**src/rtl/ifetch_prefetch_buffer_if.sv**
```systemverilog
`default_nettype none
// ============================================================================
// Module      : ifetch_prefetch_buffer_if
// Description : Core-side output stream and cache-side request bus of the
//               instruction prefetch buffer.
// Revision    : 1.0 - initial release
// ============================================================================
interface ifetch_prefetch_buffer_if;
    logic        out_valid;
    logic        out_ready;
    logic [31:0] out_pc;
    logic [31:0] out_instr;
    logic        cache_valid;
    logic        cache_ready;
    logic [31:0] cache_addr;
    logic [31:0] cache_rdata;

    // Fetch-unit view: produces the instruction stream and drives the cache request.
    modport master (
        output out_valid,
        output out_pc,
        output out_instr,
        input  out_ready,
        output cache_valid,
        output cache_addr,
        input  cache_ready,
        input  cache_rdata
    );

    // Consumer/cache view.
    modport slave (
        input  out_valid,
        input  out_pc,
        input  out_instr,
        output out_ready,
        input  cache_valid,
        input  cache_addr,
        output cache_ready,
        output cache_rdata
    );
endinterface
`default_nettype wire

```
**src/rtl/ifetch_prefetch_buffer.sv**
```systemverilog
`default_nettype none
// ============================================================================
// Module      : ifetch_prefetch_buffer
// Description : Sequential instruction prefetcher feeding a {pc, instr} FIFO,
//               with core redirect flush and in-flight response discard.
// Revision    : 1.0 - initial release
// ============================================================================
module ifetch_prefetch_buffer #(
    parameter int          DEPTH    = 4,
    parameter logic [31:0] RESET_PC = 32'h0000_0000
) (
    input  wire logic        clk,
    input  wire logic        reset,
    input  wire logic        redirect_valid,
    input  wire logic [31:0] redirect_pc,
    ifetch_prefetch_buffer_if.master bus
);

    localparam int                 c_PTR_W     = $clog2(DEPTH);
    localparam logic [c_PTR_W:0]   c_DEPTH_CNT = (c_PTR_W + 1)'(DEPTH);
    localparam logic [0:0]         c_IDLE      = 1'b0;
    localparam logic [0:0]         c_REQ       = 1'b1;

    logic [0:0]         r_state;
    logic [31:0]        r_cache_addr;
    logic [31:0]        r_fetch_pc;
    logic               r_discard;
    logic [31:0]        r_mem_pc    [DEPTH];
    logic [31:0]        r_mem_instr [DEPTH];
    logic [c_PTR_W-1:0] r_rd_ptr;
    logic [c_PTR_W-1:0] r_wr_ptr;
    logic [c_PTR_W:0]   r_count;

    logic               w_rsp;
    logic               w_push;
    logic               w_pop;

    // A response is only meaningful while a request is outstanding.
    assign w_rsp  = (r_state == c_REQ) && bus.cache_ready;
    assign w_push = w_rsp && !r_discard && !redirect_valid;
    assign w_pop  = (r_count != '0) && bus.out_ready;

    assign bus.cache_valid = (r_state == c_REQ);
    assign bus.cache_addr  = r_cache_addr;
    assign bus.out_valid   = (r_count != '0);
    assign bus.out_pc      = r_mem_pc[r_rd_ptr];
    assign bus.out_instr   = r_mem_instr[r_rd_ptr];

    always_ff @(posedge clk) begin
        if (reset) begin
            r_state      <= c_IDLE;
            r_cache_addr <= RESET_PC;
            r_fetch_pc   <= RESET_PC;
            r_discard    <= 1'b0;
        end else begin
            if (redirect_valid) begin
                r_fetch_pc <= {redirect_pc[31:2], 2'b00};
            end else if (w_push) begin
                r_fetch_pc <= r_fetch_pc + 32'd4;
            end

            case (r_state)
                c_IDLE: begin
                    if (!redirect_valid && (r_count < c_DEPTH_CNT)) begin
                        r_state      <= c_REQ;
                        r_cache_addr <= r_fetch_pc;
                    end
                end
                c_REQ: begin
                    // A live request is never cancelled; a redirect only marks its data stale.
                    if (bus.cache_ready) begin
                        r_state   <= c_IDLE;
                        r_discard <= 1'b0;
                    end else if (redirect_valid) begin
                        r_discard <= 1'b1;
                    end
                end
                default: begin
                    r_state <= c_IDLE;
                end
            endcase
        end
    end

    always_ff @(posedge clk) begin
        if (reset || redirect_valid) begin
            r_rd_ptr <= '0;
            r_wr_ptr <= '0;
            r_count  <= '0;
        end else begin
            if (w_push) begin
                r_wr_ptr <= r_wr_ptr + 1'b1;
            end
            if (w_pop) begin
                r_rd_ptr <= r_rd_ptr + 1'b1;
            end
            case ({w_push, w_pop})
                2'b10:   r_count <= r_count + 1'b1;
                2'b01:   r_count <= r_count - 1'b1;
                default: r_count <= r_count;
            endcase
        end
    end

    always_ff @(posedge clk) begin
        if (w_push) begin
            r_mem_pc[r_wr_ptr]    <= r_cache_addr;
            r_mem_instr[r_wr_ptr] <= bus.cache_rdata;
        end
    end

endmodule
`default_nettype wire

```
**src/flat_wrapper.sv**
```systemverilog
// flat-port wrapper written by rule: the top's interface ports become plain ports
module ifetch_prefetch_buffer_flat 
#(
    parameter int          DEPTH    = 4,
    parameter logic [31:0] RESET_PC = 32'h0000_0000
)
  (clk, reset, redirect_valid, redirect_pc, bus_out_valid, bus_out_pc, bus_out_instr, bus_out_ready, bus_cache_valid, bus_cache_addr, bus_cache_ready, bus_cache_rdata);
  ifetch_prefetch_buffer_if bus_i ();
  input  wire logic clk;
  input  wire logic reset;
  input  wire logic redirect_valid;
  input  wire logic [31:0] redirect_pc;
  output wire logic [$bits(bus_i.out_valid)-1:0] bus_out_valid;
  output wire logic [$bits(bus_i.out_pc)-1:0] bus_out_pc;
  output wire logic [$bits(bus_i.out_instr)-1:0] bus_out_instr;
  input wire logic [$bits(bus_i.out_ready)-1:0] bus_out_ready;
  output wire logic [$bits(bus_i.cache_valid)-1:0] bus_cache_valid;
  output wire logic [$bits(bus_i.cache_addr)-1:0] bus_cache_addr;
  input wire logic [$bits(bus_i.cache_ready)-1:0] bus_cache_ready;
  input wire logic [$bits(bus_i.cache_rdata)-1:0] bus_cache_rdata;
  assign bus_out_valid = bus_i.out_valid;
  assign bus_out_pc = bus_i.out_pc;
  assign bus_out_instr = bus_i.out_instr;
  assign bus_i.out_ready = bus_out_ready;
  assign bus_cache_valid = bus_i.cache_valid;
  assign bus_cache_addr = bus_i.cache_addr;
  assign bus_i.cache_ready = bus_cache_ready;
  assign bus_i.cache_rdata = bus_cache_rdata;
  ifetch_prefetch_buffer #(.DEPTH(DEPTH), .RESET_PC(RESET_PC)) u_core (.clk(clk), .reset(reset), .redirect_valid(redirect_valid), .redirect_pc(redirect_pc), .bus(bus_i));
endmodule
```
**config.mk**
```make
export PLATFORM = sky130hd
export DESIGN_NAME = ifetch_prefetch_buffer_flat
export DESIGN_NICKNAME = d
export VERILOG_FILES = /design/src/rtl/ifetch_prefetch_buffer_if.sv /design/src/rtl/ifetch_prefetch_buffer.sv /design/src/flat_wrapper.sv
export SDC_FILE = /design/constraint.sdc
export NUM_CORES = 1
export LEC_CHECK = 0
export BUFFER_PORTS_ARGS = -buffer_cell sky130_fd_sc_hd__buf_2
export CAP_MARGIN = 20
export CORE_MARGIN = 1.5
export CORE_UTILIZATION = 52
export CTS_CLUSTER_DIAMETER = 40
export DETAILED_ROUTE_END_ITERATION = 10
export PLACE_DENSITY = 0.86
export SETUP_SLACK_MARGIN = 0.02
export SKIP_LAST_GASP = 1
export SYNTH_ARGS = -nofsm -noshare
export SYNTH_HDL_FRONTEND = slang
export SYNTH_SLANG_ARGS = --single-unit
```
**constraint.sdc**
```tcl
create_clock -name clk -period 3.6 [get_ports clk]
set_clock_uncertainty 0.15 [all_clocks]
set_input_delay 0.36 -clock clk [delete_from_list [all_inputs] [get_ports clk]]
set_output_delay 0.36 -clock clk [all_outputs]
set_load 0.02 [all_outputs]
```
==> flow_summary.json <==
{
  "status": "completed",
  "synth_area_um2": 12300,
  "grt_pass1_wl_mm": 39.7,
  "drtIter0Drc": 566,
  "layout_common_cells": "edfxtp_1, buf_2, nand2_1",
  "gr-usage-met2_pct": 36.5,
  "final_common_cell": "edfxtp_1",
  "io_pins": 167,
  "finalPower_mw": 8.25,
  "grt_pass1_vias": 7535,
  "htreeDepth": 2,
  "vias": 7334,
  "synth_top_family_by_area": "multiplexers",
  "leakage_nw": 5.11,
  "start_util_pct": 52.8,
  "arrival_ns": 2.26,
  "synth_compound_area_share_pct": 4.82,
  "cts.sinks": 319,
  "wire_per_inst_um": 19.5,
  "hp-class": "in2reg",
  "numCtsBuffers": 39,
  "p_per_area_nw_per_um2": 541,
  "grt_usage_pct": 21.2,
  "start_kind": "register",
  "async_reset_ff_share_pct": 0,
  "synthMuxAreaShare_pct": 11.3,
  "worst_pin_slew_ns": 1.06,
  "hold_violations": 0,
  "yosys.area_share.simple_pct": 7.63,
  "n_antenna_cell": 0,
  "grt_use_met1_pct": 27.3,
  "die_y_um": 157,
  "antenna_found_initial": 0,
  "grt_use_met3_pct": 4.82,
  "hold_buffers": 51,
  "top_usage_layer": "met2",
  "dieArea_um2": 24600,
  "synth_edf_count": 248,
  "fin_area_um2": 15200,
  "relSlewSlack_pct": 29.5,
  "fin_crit_ns": 2.77,
  "fin_hold_ws_ns": 0.0167,
  "syn_inst": 743,
  "synth-xor-area-share_pct": 0.996,
  "hpwl_mm": 15.4,
  "gp_congestion": 0.876,
  "cts_resized": 0,
  "dp_cells": 1193,
  "overflow": 0,
  "drc": 0,
  "die_w_um": 157,
  "rows": 56,
  "finalMaxSlewViolations": 0,
  "synth_cell_types": 50,
  "rsz0062_at_grt": "false",
  "final_util_pct": 65.4,
  "max_freq_mhz": 361,
  "finalSetupTns_ns": 0,
  "ant_nets": 0,
  "fin_ws_ns": 0.827,
  "min_period_over_period_pct": 77.0,
  "critical_path_required_ns": 3.09,
  "clk_latency_ns": 0.50,
  "clk_pin_slew_ns": 0.06,
  "ys_warn_count": 0,
  "detail_route.wirelength_mm": 25.7,
  "dr.pass1.iters": 6,
  "cap_viol_max_count": 0,
  "critPathMaxFanout": 47,
  "finalNonFillerCells": 1314,
  "synthAdderAreaFrac_pct": 0.772,
  "seq_area_frac_synth_pct": 72.0,
  "grt_max_degree": 63,
  "core-area_um2": 23300,
  "max-vdd-ir-drop_uv": 325,
  "cts_root_buffer": "clkbuf_16",
  "drive_gt1_share_pct": 31.4,
  "path_class": "reg2out",
  "post_cts_buffers": 0,
  "avgSynthCellArea_um2": 16.6,
  "dpl_cell_area_um2": 13400,
  "nets": 1042,
  "cts_buffer_depth": 3,
  "vias_per_cell": 5.58,
  "tritoncts": "built",
  "nFillCells": 1609,
  "area_growth_pct": 23.9,
  "synthFlopType": "edfxtp_1",
  "report.final.setup_viol": 0,
  "synth-seq-cells": 319,
  "worstSetupEndpointType": "output pin",
  "post-place-ws_ns": 1.08,
  "numPortBuffers": 160
}
==> cell families after synthesis <==
kind of cell    count (synthesis)
compound gates                 89
other cells                     1
simple gates                  189
fa+ha+maj                       7
mux                            62
xor+xnor                       14
buf+inv                        62
flops                         319
==> registers in the layout, summed over array words and instances (netlist names), 2 cells and up, named ones only <==
register / count
u_core.bus.cache_addr: 30
u_core.r_count: 3
u_core.r_fetch_pc: 30
u_core.r_mem_instr: 128
u_core.r_mem_pc: 120
u_core.r_rd_ptr: 2
u_core.r_wr_ptr: 2
==> area by class of cell <==
| cell class | count | area [um^2] | area share, % |
|---|---|---|---|
| sequential | 319 | 8880 | 58.2 |
| multi-input combinational | 365 | 3190 | 20.9 |
| timing repair buffer | 225 | 1430 | 9.37 |
| clock buffer | 50 | 1110 | 7.25 |
| tap | 319 | 399 | 2.62 |
| clock inverter | 20 | 193 | 1.26 |
| inverter | 16 | 60.1 | 0.394 |
==> critical path: stages (launching register included) <==
cell	delay, ns
dfxtp_4	0.56
buf_12	0.38
mux4_2	0.58
buf_2	0.18
==> path summary, 6_finish.rpt <==
path / slack, ns / endpoint / start / cells past startpoint
max: 0.83 / bus_out_pc[21] / register / 3
min: 0.02 / u_core.r_fetch_pc[20] / redirect_pc[20] / 3
min reg2reg: 0.34 / u_core.bus.cache_addr[15] / u_core.r_fetch_pc[15] / 2
max reg2reg: 1.07 / u_core.r_mem_instr[0][16] / u_core.bus.cache_valid / 3
==> synth_stat cells (7+ instances only) <==
library cell / count / area (um^2)
edfxtp_1: 248 / 7450
nand2_1: 79 / 297
dfxtp_1: 71 / 1420
mux4_2: 62 / 1400
a21oi_1: 36 / 180
nor2_1: 29 / 109
clkbuf_1: 25 / 93.8
inv_1: 16 / 60.1
or3_1: 16 / 100
o21ai_0: 13 / 65.1
a311oi_1: 12 / 105
nand4_1: 11 / 68.8
nand3_1: 9 / 45.0
or4_1: 9 / 67.6
xnor2_1: 9 / 78.8
a211oi_1: 7 / 52.6
and3_1: 7 / 43.8
==> power breakdown <==
part	switching [mW]	leakage (nW)	total [mW]	internal, mW
clock network	1.48	0.636	3.83	2.35
registers	0.0702	2.73	4.09	4.02
logic	0.192	1.74	0.340	0.148
==> layer usage <==
| metal | part of all wire [%] | routed length [um] |
|---|---|---|
| met1 | 41 | 10600 |
| met2 | 50 | 12800 |
| met3 | 7.3 | 1880 |
| met4 | 1.5 | 391 |
| met5 | 0 | 0 |
Power figures use the tool's default switching activity.
